$ cat src/rtl/mem_bus_arbiter.sv
// Shares one SRAM-like memory bus between the instruction-fetch port and the
// data (load/store) port. One transaction is outstanding at a time; data wins
// arbitration unless fetch has been passed over STARVE_LIMIT times in a row.
//
// Ports:
//   clk, rst          clock (rising edge), asynchronous active-low reset
//   inst_*            fetch port: req/addr in; rdata/done registered; stall comb
//   data_*            load/store port: req/wen/addr/wdata in; rdata/done
//                     registered; stall comb
//   bus_*             memory-side request (registered) and addr_ok/data_ok/rdata
module mem_bus_arbiter #(
  parameter int unsigned ADDR_W       = 32,
  parameter int unsigned DATA_W       = 32,
  parameter int unsigned STARVE_LIMIT = 4
) (
  input  logic                clk,
  input  logic                rst,
  // fetch port
  input  logic                inst_req,
  input  logic [ADDR_W-1:0]   inst_addr,
  output logic [DATA_W-1:0]   inst_rdata,
  output logic                inst_done,
  output logic                inst_stall,
  // data port
  input  logic                data_req,
  input  logic [DATA_W/8-1:0] data_wen,
  input  logic [ADDR_W-1:0]   data_addr,
  input  logic [DATA_W-1:0]   data_wdata,
  output logic [DATA_W-1:0]   data_rdata,
  output logic                data_done,
  output logic                data_stall,
  // memory bus
  output logic                bus_req,
  output logic                bus_wr,
  output logic [DATA_W/8-1:0] bus_wstrb,
  output logic [ADDR_W-1:0]   bus_addr,
  output logic [DATA_W-1:0]   bus_wdata,
  input  logic                bus_addr_ok,
  input  logic                bus_data_ok,
  input  logic [DATA_W-1:0]   bus_rdata
);

  localparam int unsigned STRB_W = DATA_W / 8;
  localparam int unsigned CNT_W  = 4;

  typedef enum logic [2:0] {
    IDLE  = 3'd0,
    IREQ  = 3'd1,
    IWAIT = 3'd2,
    DREQ  = 3'd3,
    DWAIT = 3'd4,
    RESP  = 3'd5
  } state_t;

  state_t             state, state_nxt;
  logic [CNT_W-1:0]   starve_cnt, starve_cnt_nxt;

  logic               bus_req_nxt;
  logic               bus_wr_nxt;
  logic [STRB_W-1:0]  bus_wstrb_nxt;
  logic [ADDR_W-1:0]  bus_addr_nxt;
  logic [DATA_W-1:0]  bus_wdata_nxt;
  logic [DATA_W-1:0]  inst_rdata_nxt;
  logic [DATA_W-1:0]  data_rdata_nxt;
  logic               inst_done_nxt;
  logic               data_done_nxt;

  logic               inst_pend;
  logic               data_pend;
  logic               under_limit;

  // A port whose done pulse is high this cycle has already been served.
  assign inst_pend   = inst_req & ~inst_done;
  assign data_pend   = data_req & ~data_done;
  assign under_limit = (starve_cnt < CNT_W'(STARVE_LIMIT));

  assign inst_stall  = inst_req & ~inst_done;
  assign data_stall  = data_req & ~data_done;

  // State register and registered outputs.
  always_ff @(posedge clk or negedge rst) begin
    if (!rst) begin
      state      <= IDLE;
      starve_cnt <= '0;
      bus_req    <= 1'b0;
      bus_wr     <= 1'b0;
      bus_wstrb  <= '0;
      bus_addr   <= '0;
      bus_wdata  <= '0;
      inst_rdata <= '0;
      data_rdata <= '0;
      inst_done  <= 1'b0;
      data_done  <= 1'b0;
    end else begin
      state      <= state_nxt;
      starve_cnt <= starve_cnt_nxt;
      bus_req    <= bus_req_nxt;
      bus_wr     <= bus_wr_nxt;
      bus_wstrb  <= bus_wstrb_nxt;
      bus_addr   <= bus_addr_nxt;
      bus_wdata  <= bus_wdata_nxt;
      inst_rdata <= inst_rdata_nxt;
      data_rdata <= data_rdata_nxt;
      inst_done  <= inst_done_nxt;
      data_done  <= data_done_nxt;
    end
  end

  // Next-state, arbitration and next-output logic.
  always_comb begin
    state_nxt      = state;
    starve_cnt_nxt = starve_cnt;
    bus_req_nxt    = bus_req;
    bus_wr_nxt     = bus_wr;
    bus_wstrb_nxt  = bus_wstrb;
    bus_addr_nxt   = bus_addr;
    bus_wdata_nxt  = bus_wdata;
    inst_rdata_nxt = inst_rdata;
    data_rdata_nxt = data_rdata;
    inst_done_nxt  = 1'b0;
    data_done_nxt  = 1'b0;

    unique case (state)
      IDLE: begin
        if (data_pend && (!inst_pend || under_limit)) begin
          state_nxt     = DREQ;
          bus_req_nxt   = 1'b1;
          bus_wr_nxt    = |data_wen;
          bus_wstrb_nxt = data_wen;
          bus_addr_nxt  = data_addr;
          bus_wdata_nxt = data_wdata;
          // Count data grants that passed over a waiting fetch.
          if (inst_pend) begin
            if (under_limit) begin
              starve_cnt_nxt = starve_cnt + CNT_W'(1);
            end
          end else begin
            starve_cnt_nxt = '0;
          end
        end else if (inst_pend) begin
          state_nxt      = IREQ;
          bus_req_nxt    = 1'b1;
          bus_wr_nxt     = 1'b0;
          bus_wstrb_nxt  = '0;
          bus_addr_nxt   = inst_addr;
          bus_wdata_nxt  = '0;
          starve_cnt_nxt = '0;
        end
      end
      IREQ: begin
        if (bus_addr_ok) begin
          state_nxt   = IWAIT;
          bus_req_nxt = 1'b0;
        end
      end
      DREQ: begin
        if (bus_addr_ok) begin
          state_nxt   = DWAIT;
          bus_req_nxt = 1'b0;
        end
      end
      IWAIT: begin
        if (bus_data_ok) begin
          state_nxt      = RESP;
          inst_rdata_nxt = bus_rdata;
          inst_done_nxt  = 1'b1;
        end
      end
      DWAIT: begin
        if (bus_data_ok) begin
          state_nxt     = RESP;
          data_done_nxt = 1'b1;
          // Stores complete without disturbing the last load value.
          if (!bus_wr) begin
            data_rdata_nxt = bus_rdata;
          end
        end
      end
      RESP: begin
        state_nxt = IDLE;
      end
      default: begin
        state_nxt = IDLE;
      end
    endcase
  end

endmodule

$ cat config.mk
export PLATFORM = sky130hd
export DESIGN_NAME = mem_bus_arbiter
export DESIGN_NICKNAME = d
export VERILOG_FILES = /design/src/rtl/mem_bus_arbiter.sv
export SDC_FILE = /design/constraint.sdc
export NUM_CORES = 1
export LEC_CHECK = 0
export ABC_AREA = 1
export CORE_UTILIZATION = 38
export DETAILED_ROUTE_END_ITERATION = 16
export PLACE_DENSITY = 0.82
export SLEW_MARGIN = 20
export SYNTH_ARGS = -nofsm -noshare
export SYNTH_HDL_FRONTEND = slang
export SYNTH_SLANG_ARGS = --single-unit
$ cat constraint.sdc
create_clock -name clk -period 1.18 [get_ports clk]
set_input_delay 0.177 -clock clk [delete_from_list [all_inputs] [get_ports clk]]
set_output_delay 0.177 -clock clk [all_outputs]
set_load 0.01 [all_outputs]
==> qor.log, run 1 <==
INFO  die            floorplan.core_area=16000squm
INFO  placed_design  dp_hpwl=13070um
INFO  logic_synthesis async_reset_ff_share=100.0%
INFO  logic_synthesis synth_edf_count=0
INFO  placed_design  place_congestion=0.7459
INFO  drt            drt-total-wl=20470um
INFO  critical_path  reg2reg_to=bus_wdata[19]
INFO  timing         fin_ws=-0.1478ns
INFO  power_and_ir_drop p_leak=5.318nW
INFO  final_layout   final_area=10170squm
INFO  timing         final_critical_path_share_of_the_clock_period=112.5%
INFO  power_and_ir_drop totalPowerFinal=0.02522W
INFO  logic_synthesis mappedNetlistNets=847
INFO  logic_synthesis synth.distinct_cells=28
INFO  die            horiz_die_dim=130.4um
INFO  critical_path  reg2regPathDepth=6
INFO  clocking       clock_latency=0.41ns
INFO  critical_path  setup.worst_path.start_class=register
INFO  logic_synthesis synthTopCellsByCount=sky130_fd_sc_hd__nand2_1, sky130_fd_sc_hd__dfrtp_1, sky130_fd_sc_hd__inv_1, sky130_fd_sc_hd__o21ai_0, sky130_fd_sc_hd__nor2_1
INFO  final_layout   area.sequential=3582squm
INFO  critical_path  timing.critical_path.from=inst_done
INFO  final_layout   layout.nets=1182
INFO  clocking       h-tree-depth=4
INFO  die            design.portCount=276
INFO  clocking       tritoncts_num_sinks=143
INFO  timing         max-slew-margin-rel=76.33%
INFO  grt            grt_pass1_vias=5669
INFO  logic_synthesis synth.largest_area_cell=sky130_fd_sc_hd__dfrtp_1
INFO  final_layout   layout-area-overhead-vs-synth=62.38%
INFO  drt            routed_wire_length_per_instance=16.10um
INFO  critical_path  cp_class=reg -> reg
INFO  drt            antenna_violating_nets_post_route=0
INFO  min_path       min_path_type=in -> async
INFO  critical_path  crit_fanout=18
INFO  timing         final_worst_clock_skew=0.01069ns
INFO  critical_path  worstReg2RegStart=inst_done
INFO  timing         maxClockFrequency=753.1MHz
INFO  drt            drt_drc_violations_left=0
INFO  logic_synthesis synth.most_common_cell=sky130_fd_sc_hd__nand2_1
INFO  grt            global_route.usage.total=21.32%
INFO  placed_design  postPlaceCellArea=9420squm
INFO  timing         post-route-min-period=1.328ns
INFO  drt            router_iterations_before_antenna_repair=4
INFO  drt            mean_number_of_vias_per_cell=4.656
INFO  grt            grt_overflow=0
INFO  final_layout   fin_cells=1271
INFO  logic_synthesis synth.ff_latch_count=143
INFO  drt            routed-via-count=5918
INFO  logic_synthesis synth_top_cell_area_share=57.14%
INFO  clocking       clock_tree.buffer_depth=2
INFO  logic_synthesis syn_area=6262squm
INFO  placed_design  placedCellCount=1192
INFO  critical_path  r2r_setup_slack=-0.15ns
INFO  critical_path  crit_path_end_kind=register
INFO  final_layout   final.fill_count=1346
INFO  run_status     violations=setup timing
INFO  run            max_cap_viol_count=0
INFO  timing         setup_viol=144
INFO  grt            antenna_found_initial=0
INFO  final_layout   multiInputGateArea=2282squm
INFO  clocking       tritoncts.num_buffers=17
INFO  clocking       post_cts_clock_slew_at_the_launch_and_capture_registers_of_the_worst_setup_and_hold_paths=0.06ns
INFO  logic_synthesis post_synth.cell_area_avg=8.845squm
INFO  timing         holdWs=0.1494ns
INFO  power_and_ir_drop peak_vdd_ir=1.479mV
INFO  clocking       tritoncts=yes
INFO  power_and_ir_drop power_per_cell_area=2480nW/um^2
INFO  critical_path  worstPathRequired=1.47ns
INFO  placed_design  port_bufs=275
INFO  final_layout   drive_above_1_share=36.11%
INFO  die            rows=46
INFO  clocking       clk_root_buffer_cell=sky130_fd_sc_hd__clkbuf_16
INFO  timing         timing_hold_violations_final=0
INFO  logic_synthesis synth_cells=708
INFO  die            initial_utilization=39.14%
INFO  run_status     result_of_the_run=finished, violations left
INFO  final_layout   num_antenna_cells=0
INFO  critical_path  worstPathArrival=1.62ns
INFO  timing         timing.final.max_slew_violations=0
INFO  logic_synthesis number_of_warnings_issued_by_yosys=0
INFO  logic_synthesis synth-main-ff-cell=sky130_fd_sc_hd__dfrtp_1
INFO  die            fp.dieH=130.4um
INFO  logic_synthesis post_synth_main_area_contributors=sky130_fd_sc_hd__dfrtp_1, sky130_fd_sc_hd__nand2_1, sky130_fd_sc_hd__inv_1
INFO  logic_synthesis yosysSeqAreaShare=57.14%
INFO  timing         tightest_slew=0.3550ns
INFO  placed_design  post-place-ws=-0.4409ns
INFO  grt            maximum_number_of_pins_on_one_net_before_global_route_repair=66
INFO  drt            drt-initial-drc-count=211
INFO  timing         rsz_0062_raised_after_global_routing=true
INFO  die            die-area=17000squm
INFO  grt            grt_pass1_wl=27620um
[power breakdown]
part	switching, W	internal, W
clock network	0.00211	0.00311
logic	0.00612	0.00539
registers	0.00137	0.00712
[what timing repair did]
| action | 4_1_cts | 5_1_grt |
|---|---|---|
| endpoints found under the setup margin | 279 | 155 |
| cloned | 1 | 11 |
| hold buffers | 1 | 0 |
| pin swaps | 3 | 6 |
| buffers inserted | 24 | 11 |
| resized for setup | 572 | 139 |
| hold endpoints to repair | 143 | 0 |
[kinds of logic after synthesis]
logic type,after synthesis,share of synthesized area [%]
AOI/OAI and AO/OA,141,13.35
adders and majority gates,1,0.1998
buffers and inverters,151,11.39
DFF,143,57.14
and+or+nand+nor,272,17.92
[critical path: stages, from the launching register on]
cell,delay [ns]
sky130_fd_sc_hd__dfrtp_1,0.41
sky130_fd_sc_hd__nor2_4,0.16
sky130_fd_sc_hd__nand2_2,0.10
sky130_fd_sc_hd__buf_6,0.13
sky130_fd_sc_hd__nand3_4,0.12
sky130_fd_sc_hd__clkbuf_16,0.20
sky130_fd_sc_hd__o21ai_1,0.08
[layer usage]
metal	GRT usage [%]	wire length, um	vias to the layer above
li1	-	-	2823
met1	22.93	7578	2838
met2	37.27	10470	237
met3	10.10	2171	20
met4	6.288	253	0
met5	0	0	-
[cell type report]
class / count / share of cell area (%)
clock buffers: 18 / 4.221
clock inverters: 13 / 1.366
inverters: 118 / 4.688
multi-input cells: 414 / 22.44
flip-flops and latches: 143 / 35.23
well taps: 216 / 2.658
repair buffers: 349 / 29.40
[per-stage QoR]
step                utilization, %  TNS [ns]
finish                       63.55    -15.98
global route                 63.55    -25.70
CTS                          59.77    -15.68
detailed placement           58.88    -48.60
global placement             58.88    -45.56
floorplan                        -    -3.648
[placed cells by master (no fill, tap or decap), types with 16 or more instances in the layout]
cell and n:
sky130_fd_sc_hd__dfrtp_1 140, sky130_fd_sc_hd__inv_1 111, sky130_fd_sc_hd__o21ai_1 71, sky130_fd_sc_hd__buf_4 46
sky130_fd_sc_hd__nand2_2 50, sky130_fd_sc_hd__clkbuf_16 24, sky130_fd_sc_hd__o21ai_2 50, sky130_fd_sc_hd__buf_2 132
sky130_fd_sc_hd__clkdlybuf4s50_1 136, sky130_fd_sc_hd__nor2_1 36, sky130_fd_sc_hd__nand2_1 155, sky130_fd_sc_hd__nand2_4 17
sky130_fd_sc_hd__o21ai_0 16
[registers in the layout (all words and copies together), names as in the netlist]
register and flops:
bus_addr 32, bus_req 1, bus_wdata 32, bus_wr 1, bus_wstrb 4, data_done 1, data_rdata 32, inst_done 1
inst_rdata 32, starve_cnt 4, state 3
[worst max-delay path by stage]
stage | endpoint | slack, ns | cells after the start
finish | bus_wdata[19] | -0.15 | 6
global route | bus_addr[2] | -0.22 | 7
CTS | data_rdata[11] | -0.15 | 7
detailed placement | bus_wstrb[2] | -0.44 | 8
global placement | inst_stall | -0.40 | 4
floorplan | state[1] | -0.08 | 8
Power figures use the tool's default switching activity.
==> inputs of run 2 (changes only) <==
- CORE_UTILIZATION: 38 -> 39
- CTS_BUF_LIST: unset -> sky130_fd_sc_hd__clkbuf_4
- PLACE_DENSITY: 0.82 -> 0.83
==> run 2 against run 1 <==
The flow still finishes with violations (setup timing). Combinational power is 65% higher. Critical path depth up 2. Non-clock buffer count is 118 higher. Sequential power increased by 3.4%. Global-route usage is 6.8 points higher. Largest power group unchanged. First-iteration DRC count up 120%. Cell count grew 9.7%. Highest routed layer unchanged. Sequential share of layout area shrank 6.1 points. Die area is 2.5% lower. Critical endpoint is now bus_addr[30]. Maximum frequency shrank 17%. Via count up 20%. Wire length up 41%.
==> qor.log, run 2 (synthesis results as in run 1) <==
INFO  run_status     violations=setup timing
INFO  timing         timing.final.max_slew_violations=0
INFO  placed_design  postPlaceCellArea=9417squm
INFO  critical_path  crit_slowest_cell=sky130_fd_sc_hd__dfrtp_1
INFO  drt            routed_wire_length_per_instance=20.69um
INFO  critical_path  cp_cell_sequence=buf_6, nor2_4, nand2_4, nand2_4, buf_12, buf_16, nor2_1, o21ai_0
INFO  clocking       tritoncts_num_sinks=143
INFO  min_path       min_path_type=in -> async
INFO  critical_path  cp_class=reg -> reg
INFO  clocking       clock_latency=0.55ns
INFO  drt            router_iterations_before_antenna_repair=7
INFO  grt            antenna_found_initial=1
INFO  clocking       tritoncts=yes
INFO  grt            grt_overflow=0
INFO  timing         fin_tns_setup=-52.31ns
INFO  timing         post-route-min-period=1.592ns
INFO  die            rows=45
INFO  clocking       post_cts_clock_slew_at_the_launch_and_capture_registers_of_the_worst_setup_and_hold_paths=0.14ns
INFO  grt            global_route.usage.total=28.10%
INFO  timing         fin_ws=-0.4117ns
INFO  final_layout   final_common_cell=sky130_fd_sc_hd__dfrtp_1
INFO  critical_path  worstPathArrival=2.02ns
INFO  clocking       clk_root_buffer_cell=sky130_fd_sc_hd__clkbuf_4
INFO  timing         holdWs=0.04575ns
INFO  grt            top_usage_layer=met2
INFO  die            design.portCount=276
INFO  grt            grt_pass1_wl=34880um
INFO  power_and_ir_drop peak_vdd_ir=1.588mV
INFO  die            fp.dieH=128.7um
INFO  final_layout   layout-area-overhead-vs-synth=96.14%
INFO  critical_path  setup.worst_path.start_class=register
INFO  timing         rsz_0062_raised_after_global_routing=true
INFO  final_layout   mostFrequentLayoutCells=sky130_fd_sc_hd__dfrtp_1, sky130_fd_sc_hd__clkdlybuf4s50_1, sky130_fd_sc_hd__buf_4
INFO  drt            antenna_violating_nets_post_route=0
INFO  final_layout   drive_above_1_share=50.30%
INFO  drt            mean_number_of_vias_per_cell=5.094
INFO  grt            maximum_number_of_pins_on_one_net_before_global_route_repair=54
INFO  grt            global_route.usage.met1=29.72%
INFO  placed_design  dp_hpwl=13160um
INFO  grt            grt.met3_usage=9.397%
INFO  die            initial_utilization=40.59%
INFO  placed_design  placedCellCount=1189
INFO  timing         maxClockFrequency=628.2MHz
INFO  die            floorplan.core_area=15430squm
INFO  run            max_cap_viol_count=0
INFO  critical_path  cp_num_buf_inv=3
INFO  die            horiz_die_dim=128.7um
INFO  critical_path  crit_fanout=22
INFO  drt            routed-via-count=7101
INFO  placed_design  port_bufs=275
INFO  final_layout   fin_cells=1394
INFO  placed_design  place_congestion=0.7850
INFO  clocking       h-tree-depth=4
INFO  power_and_ir_drop p_leak=6.329nW
INFO  power_and_ir_drop power_per_cell_area=2566nW/um^2
INFO  clocking       tritoncts.num_buffers=17
INFO  drt            drt-total-wl=28850um
INFO  drt            drt_drc_violations_left=0
INFO  timing         setup_viol=280
INFO  final_layout   final_area=12280squm
INFO  timing         final_worst_clock_skew=0.02736ns
INFO  final_layout   postLayoutCoreUtil=79.62%
INFO  timing         tightest_slew=0.5109ns
INFO  critical_path  crit_top_cell=sky130_fd_sc_hd__nand2_4
INFO  grt            grt_util_met2=49.25%
INFO  final_layout   layout.nets=1307
INFO  critical_path  crit_path_end_kind=register
INFO  grt            grt_pass1_vias=6532
INFO  clocking       clock_tree.buffer_depth=2
INFO  critical_path  timing.critical_path.max_delay_family=flip-flops
INFO  run_status     result_of_the_run=finished, violations left
INFO  drt            drt-initial-drc-count=471
INFO  critical_path  cp_slowest_stage_delay=0.42ns
INFO  timing         final_critical_path_share_of_the_clock_period=134.9%
INFO  critical_path  worstPathRequired=1.61ns
INFO  timing         max-slew-margin-rel=65.81%
INFO  timing         timing_hold_violations_final=0
INFO  die            die-area=16570squm
run 2: worst paths after layout:
| check | startpoint | to | cells past startpoint | slack, ns |
|---|---|---|---|---|
| max | inst_done | bus_addr[30] | 8 | -0.41 |
| min reg2reg | bus_wdata[4] | bus_wdata[4] | 2 | 0.50 |
| max in group asynchronous | rst | bus_addr[3] | 3 | 0.54 |
| max reg2reg | inst_done | bus_addr[30] | 8 | -0.41 |
| min | rst | inst_rdata[26] | 2 | 0.05 |
| min in group clk | data_wdata[18] | bus_wdata[18] | 3 | 0.14 |
run 2: layout make-up:
cell class	count	area, sq um
Timing Repair inverter	5	68.82
Multi-Input combinational cell	416	2821
Timing Repair Buffer	467	4727
Sequential cell	143	3578
Clock inverter	15	206.4
Fill cell	842	3144
Inverter	118	484.2
Tap cell	211	264.0
Clock buffer	17	127.6
Antenna cell	2	5.005
run 2: power breakdown:
part / internal (W) / switching, W
sequential: 0.00708 / 0.00169
combinational: 0.0100 / 0.00895
clock: 0.00171 / 0.00206
run 2: worst register-to-register path: cells and delay by family, from the launching register on:
kind	cells	cell delay [ns]
flops	1	0.42
compound gates	1	0.24
simple gates	4	0.42
buf+inv	3	0.41
run 2: layer usage:
layer	wire (um)	vias to the layer above
met2	14830	424
met4	1535	0
met3	2696	127
met5	0	-
met1	9786	3441
li1	-	3109
run 2: timing repair:
item,CTS,global route
setup buffers,62,76
pin swaps,8,14
cloned,24,12
hold buffers,2,0
gates resized for setup,742,216
setup endpoints to repair,279,299
hold endpoints to repair,143,0
run 2: through the flow:
| stage | setup slack, ns | power, W |
|---|---|---|
| global placement | -0.4116 | 0.01943 |
| floorplan | -0.07968 | 0.01362 |
| global route | -0.5418 | 0.03295 |
| CTS | -0.3629 | 0.02616 |
| detailed placement | -0.4501 | 0.01981 |
| finish | -0.4117 | 0.03152 |
==> inputs of run 3 (changes only) <==
- CORE_AREA: unset -> 2 2 107 109
- CORE_UTILIZATION: 39 -> unset
- DIE_AREA: unset -> 0 0 109 111
- DONT_BUFFER_PORTS: unset -> 1
- PLACE_DENSITY: 0.83 -> 0.81
- REMOVE_ABC_BUFFERS: unset -> 1
==> run 3 against run 2 <==
The flow finishes with violations (hold timing, setup timing). Setup slack lost 0.17 ns. Non-clock buffer count fell by 254. Maximum frequency fell by 9.5%. Global-route usage rose by 20 points. Worst hold slack got worse by 0.79 ns. Sequential cell count stayed put. Via count decreased by 1.1%. Sequential power up 25%. Critical path type unchanged. Highest routed layer is now met5.
==> qor.log, run 3 (synthesis results as in run 1) <==
INFO  clocking       tritoncts.num_buffers=17
INFO  final_layout   layout.nets=1052
INFO  clocking       clock_tree.buffer_depth=2
INFO  die            horiz_die_dim=109um
INFO  power_and_ir_drop peak_vdd_ir=1.759mV
INFO  clocking       tritoncts=yes
INFO  placed_design  place_congestion=0.7978
INFO  drt            router_iterations_before_antenna_repair=8
INFO  clocking       cts_hold_repair.buffers=134
INFO  timing         timing.final.max_slew_violations=0
INFO  critical_path  r2r_setup_slack=-0.58ns
INFO  placed_design  dp_hpwl=10610um
INFO  drt            drt_drc_violations_left=0
INFO  clocking       post_cts_clock_slew_at_the_launch_and_capture_registers_of_the_worst_setup_and_hold_paths=0.15ns
INFO  placed_design  port_bufs=0
INFO  grt            grt_pass1_wl=41550um
INFO  critical_path  setup.worst_path.start_class=register
INFO  grt            grt_overflow=0
INFO  timing         holdWs=-0.7443ns
INFO  final_layout   final.fill_count=377
INFO  drt            drt-total-wl=33130um
INFO  run_status     result_of_the_run=finished, violations left
INFO  final_layout   final_common_cell=sky130_fd_sc_hd__dlygate4sd3_1
INFO  run_status     violations=hold timing, setup timing
INFO  drt            routed_wire_length_per_instance=30.93um
INFO  timing         rsz_0062_raised_after_global_routing=true
INFO  power_and_ir_drop power_per_cell_area=2683nW/um^2
INFO  timing         maxClockFrequency=568.5MHz
INFO  timing         tightest_slew=0.4269ns
INFO  min_path       min_path_type=in -> async
INFO  timing         max-slew-margin-rel=71.35%
INFO  critical_path  reg2regPathDepth=8
INFO  run            max_cap_viol_count=0
INFO  drt            routed-via-count=7021
INFO  power_and_ir_drop p_leak=4.862nW
INFO  critical_path  crit_path_end_kind=register
INFO  die            initial_utilization=56.53%
INFO  clocking       clk_root_buffer_cell=sky130_fd_sc_hd__clkbuf_4
INFO  grt            global_route.usage.total=47.79%
INFO  die            floorplan.core_area=11080squm
INFO  clocking       h-tree-depth=4
INFO  final_layout   area.sequential=3649squm
INFO  timing         post-route-min-period=1.759ns
INFO  die            design.portCount=276
INFO  timing         fin_ws=-0.5789ns
INFO  timing         setup_viol=280
INFO  timing         timing_hold_violations_final=143
INFO  critical_path  cp_class=reg -> reg
INFO  timing         final_worst_clock_skew=0.02617ns
INFO  final_layout   mostFrequentLayoutCells=sky130_fd_sc_hd__dlygate4sd3_1, sky130_fd_sc_hd__inv_1, sky130_fd_sc_hd__nand2_1
INFO  critical_path  cp_slowest_stage_delay=0.40ns
INFO  die            die-area=12100squm
INFO  grt            maximum_number_of_pins_on_one_net_before_global_route_repair=144
INFO  clocking       tritoncts_num_sinks=143
INFO  clocking       clock_latency=0.60ns
INFO  grt            antenna_found_initial=2
INFO  final_layout   drive_above_1_share=44.17%
INFO  final_layout   multiInputGateArea=2870squm
INFO  critical_path  cp_cell_sequence=inv_1, nand2_2, inv_2, buf_6, buf_4, nand3_4, buf_12, o21ai_1
INFO  critical_path  crit_fanout=24
INFO  timing         fin_tns_setup=-53.04ns
INFO  die            rows=39
INFO  critical_path  worstPathRequired=1.64ns
INFO  grt            grt_pass1_vias=7231
INFO  final_layout   layout-area-overhead-vs-synth=61.54%
INFO  critical_path  worstPathArrival=2.22ns
INFO  power_and_ir_drop totalPowerFinal=0.02715W
INFO  drt            drt-initial-drc-count=1244
INFO  die            fp.dieH=111um
INFO  critical_path  crit_slowest_cell=sky130_fd_sc_hd__dfrtp_1
INFO  timing         final_critical_path_share_of_the_clock_period=149.1%
INFO  drt            antenna_violating_nets_post_route=0
INFO  drt            mean_number_of_vias_per_cell=6.556
==> run 3: cell count changes in the layout (fill, tap and decap cells not counted), sizes merged <==
cell           change
clkbuf             -4
inv                +1
clkinv             +1
bufbuf             -2
nand2              -2
buf              -244
dlygate4sd3      +133
clkdlybuf4s50    -136
bufinv             -2
==> run 3: critical path: cells and delay by family (launching register included) <==
family / cells / cell delay, ns
flops: 1 / 0.40
buf+inv: 5 / 0.64
simple gates: 2 / 0.22
compound gates: 1 / 0.36
==> run 3: metrics by stage <==
step / hold WS [ns] / utilization (%) / worst slack [ns] / cells / cell area [sq um]
after global routing: -0.7734 / 91.33 / -0.7245 / 1071 / 10120
after detailed placement: -0.1155 / 58.47 / -0.2534 / 847 / 6476
final: -0.7443 / 91.33 / -0.5789 / 1071 / 10120
after CTS: -0.7496 / 85.60 / -0.2779 / 1061 / 9482
after floorplan: -0.1186 / - / -1.090 / 675 / 6005
after global placement: -0.1149 / 58.47 / -0.09947 / 847 / 6476
==> run 3: path summary, 6_finish.rpt <==
kind | startpoint | endpoint
max in group asynchronous | rst | inst_rdata[17]
min in group clk | data_req | state[0]
setup / recovery | data_done | bus_wdata[18]
setup reg to reg | data_done | bus_wdata[18]
hold / removal | rst | inst_rdata[31]
hold reg to reg | inst_rdata[19] | inst_rdata[19]
==> run 3: area by class of cell <==
class	instances	share of cell area, %
tap	143	1.769
clock inverter	14	1.398
inverter	118	4.688
sequential	143	36.07
multi-input combinational	414	28.37
clock buffer	18	1.336
timing repair inverter	6	0.8782
timing repair buffer	213	25.44
antenna	2	0.04947
==> run 3: where the power goes <==
| part | leakage [nW] | internal, W | total (W) | switching (W) |
|---|---|---|---|---|
| clock | 0.150 | 0.00128 | 0.00332 | 0.00204 |
| sequential | 1.74 | 0.00725 | 0.0110 | 0.00378 |
| combinational | 2.97 | 0.00555 | 0.0128 | 0.00725 |
==> run 3: timing repair <==
action	4_1_cts	5_1_grt
gates cloned	26	2
setup buffers	22	14
pin swaps	20	23
endpoints found under the hold margin	281	143
resized for setup	261	205
endpoints found under the setup margin	279	280
==> run 3: routing by layer <==
layer  up-vias  GRT usage [%]  part of all wire (%)
met5         -          7.589                  0.82
met4        10          33.42                    11
met3       360          25.40                    16
met2       854          73.04                    44
met1      3196          48.94                    28
li1       2601              -                     -
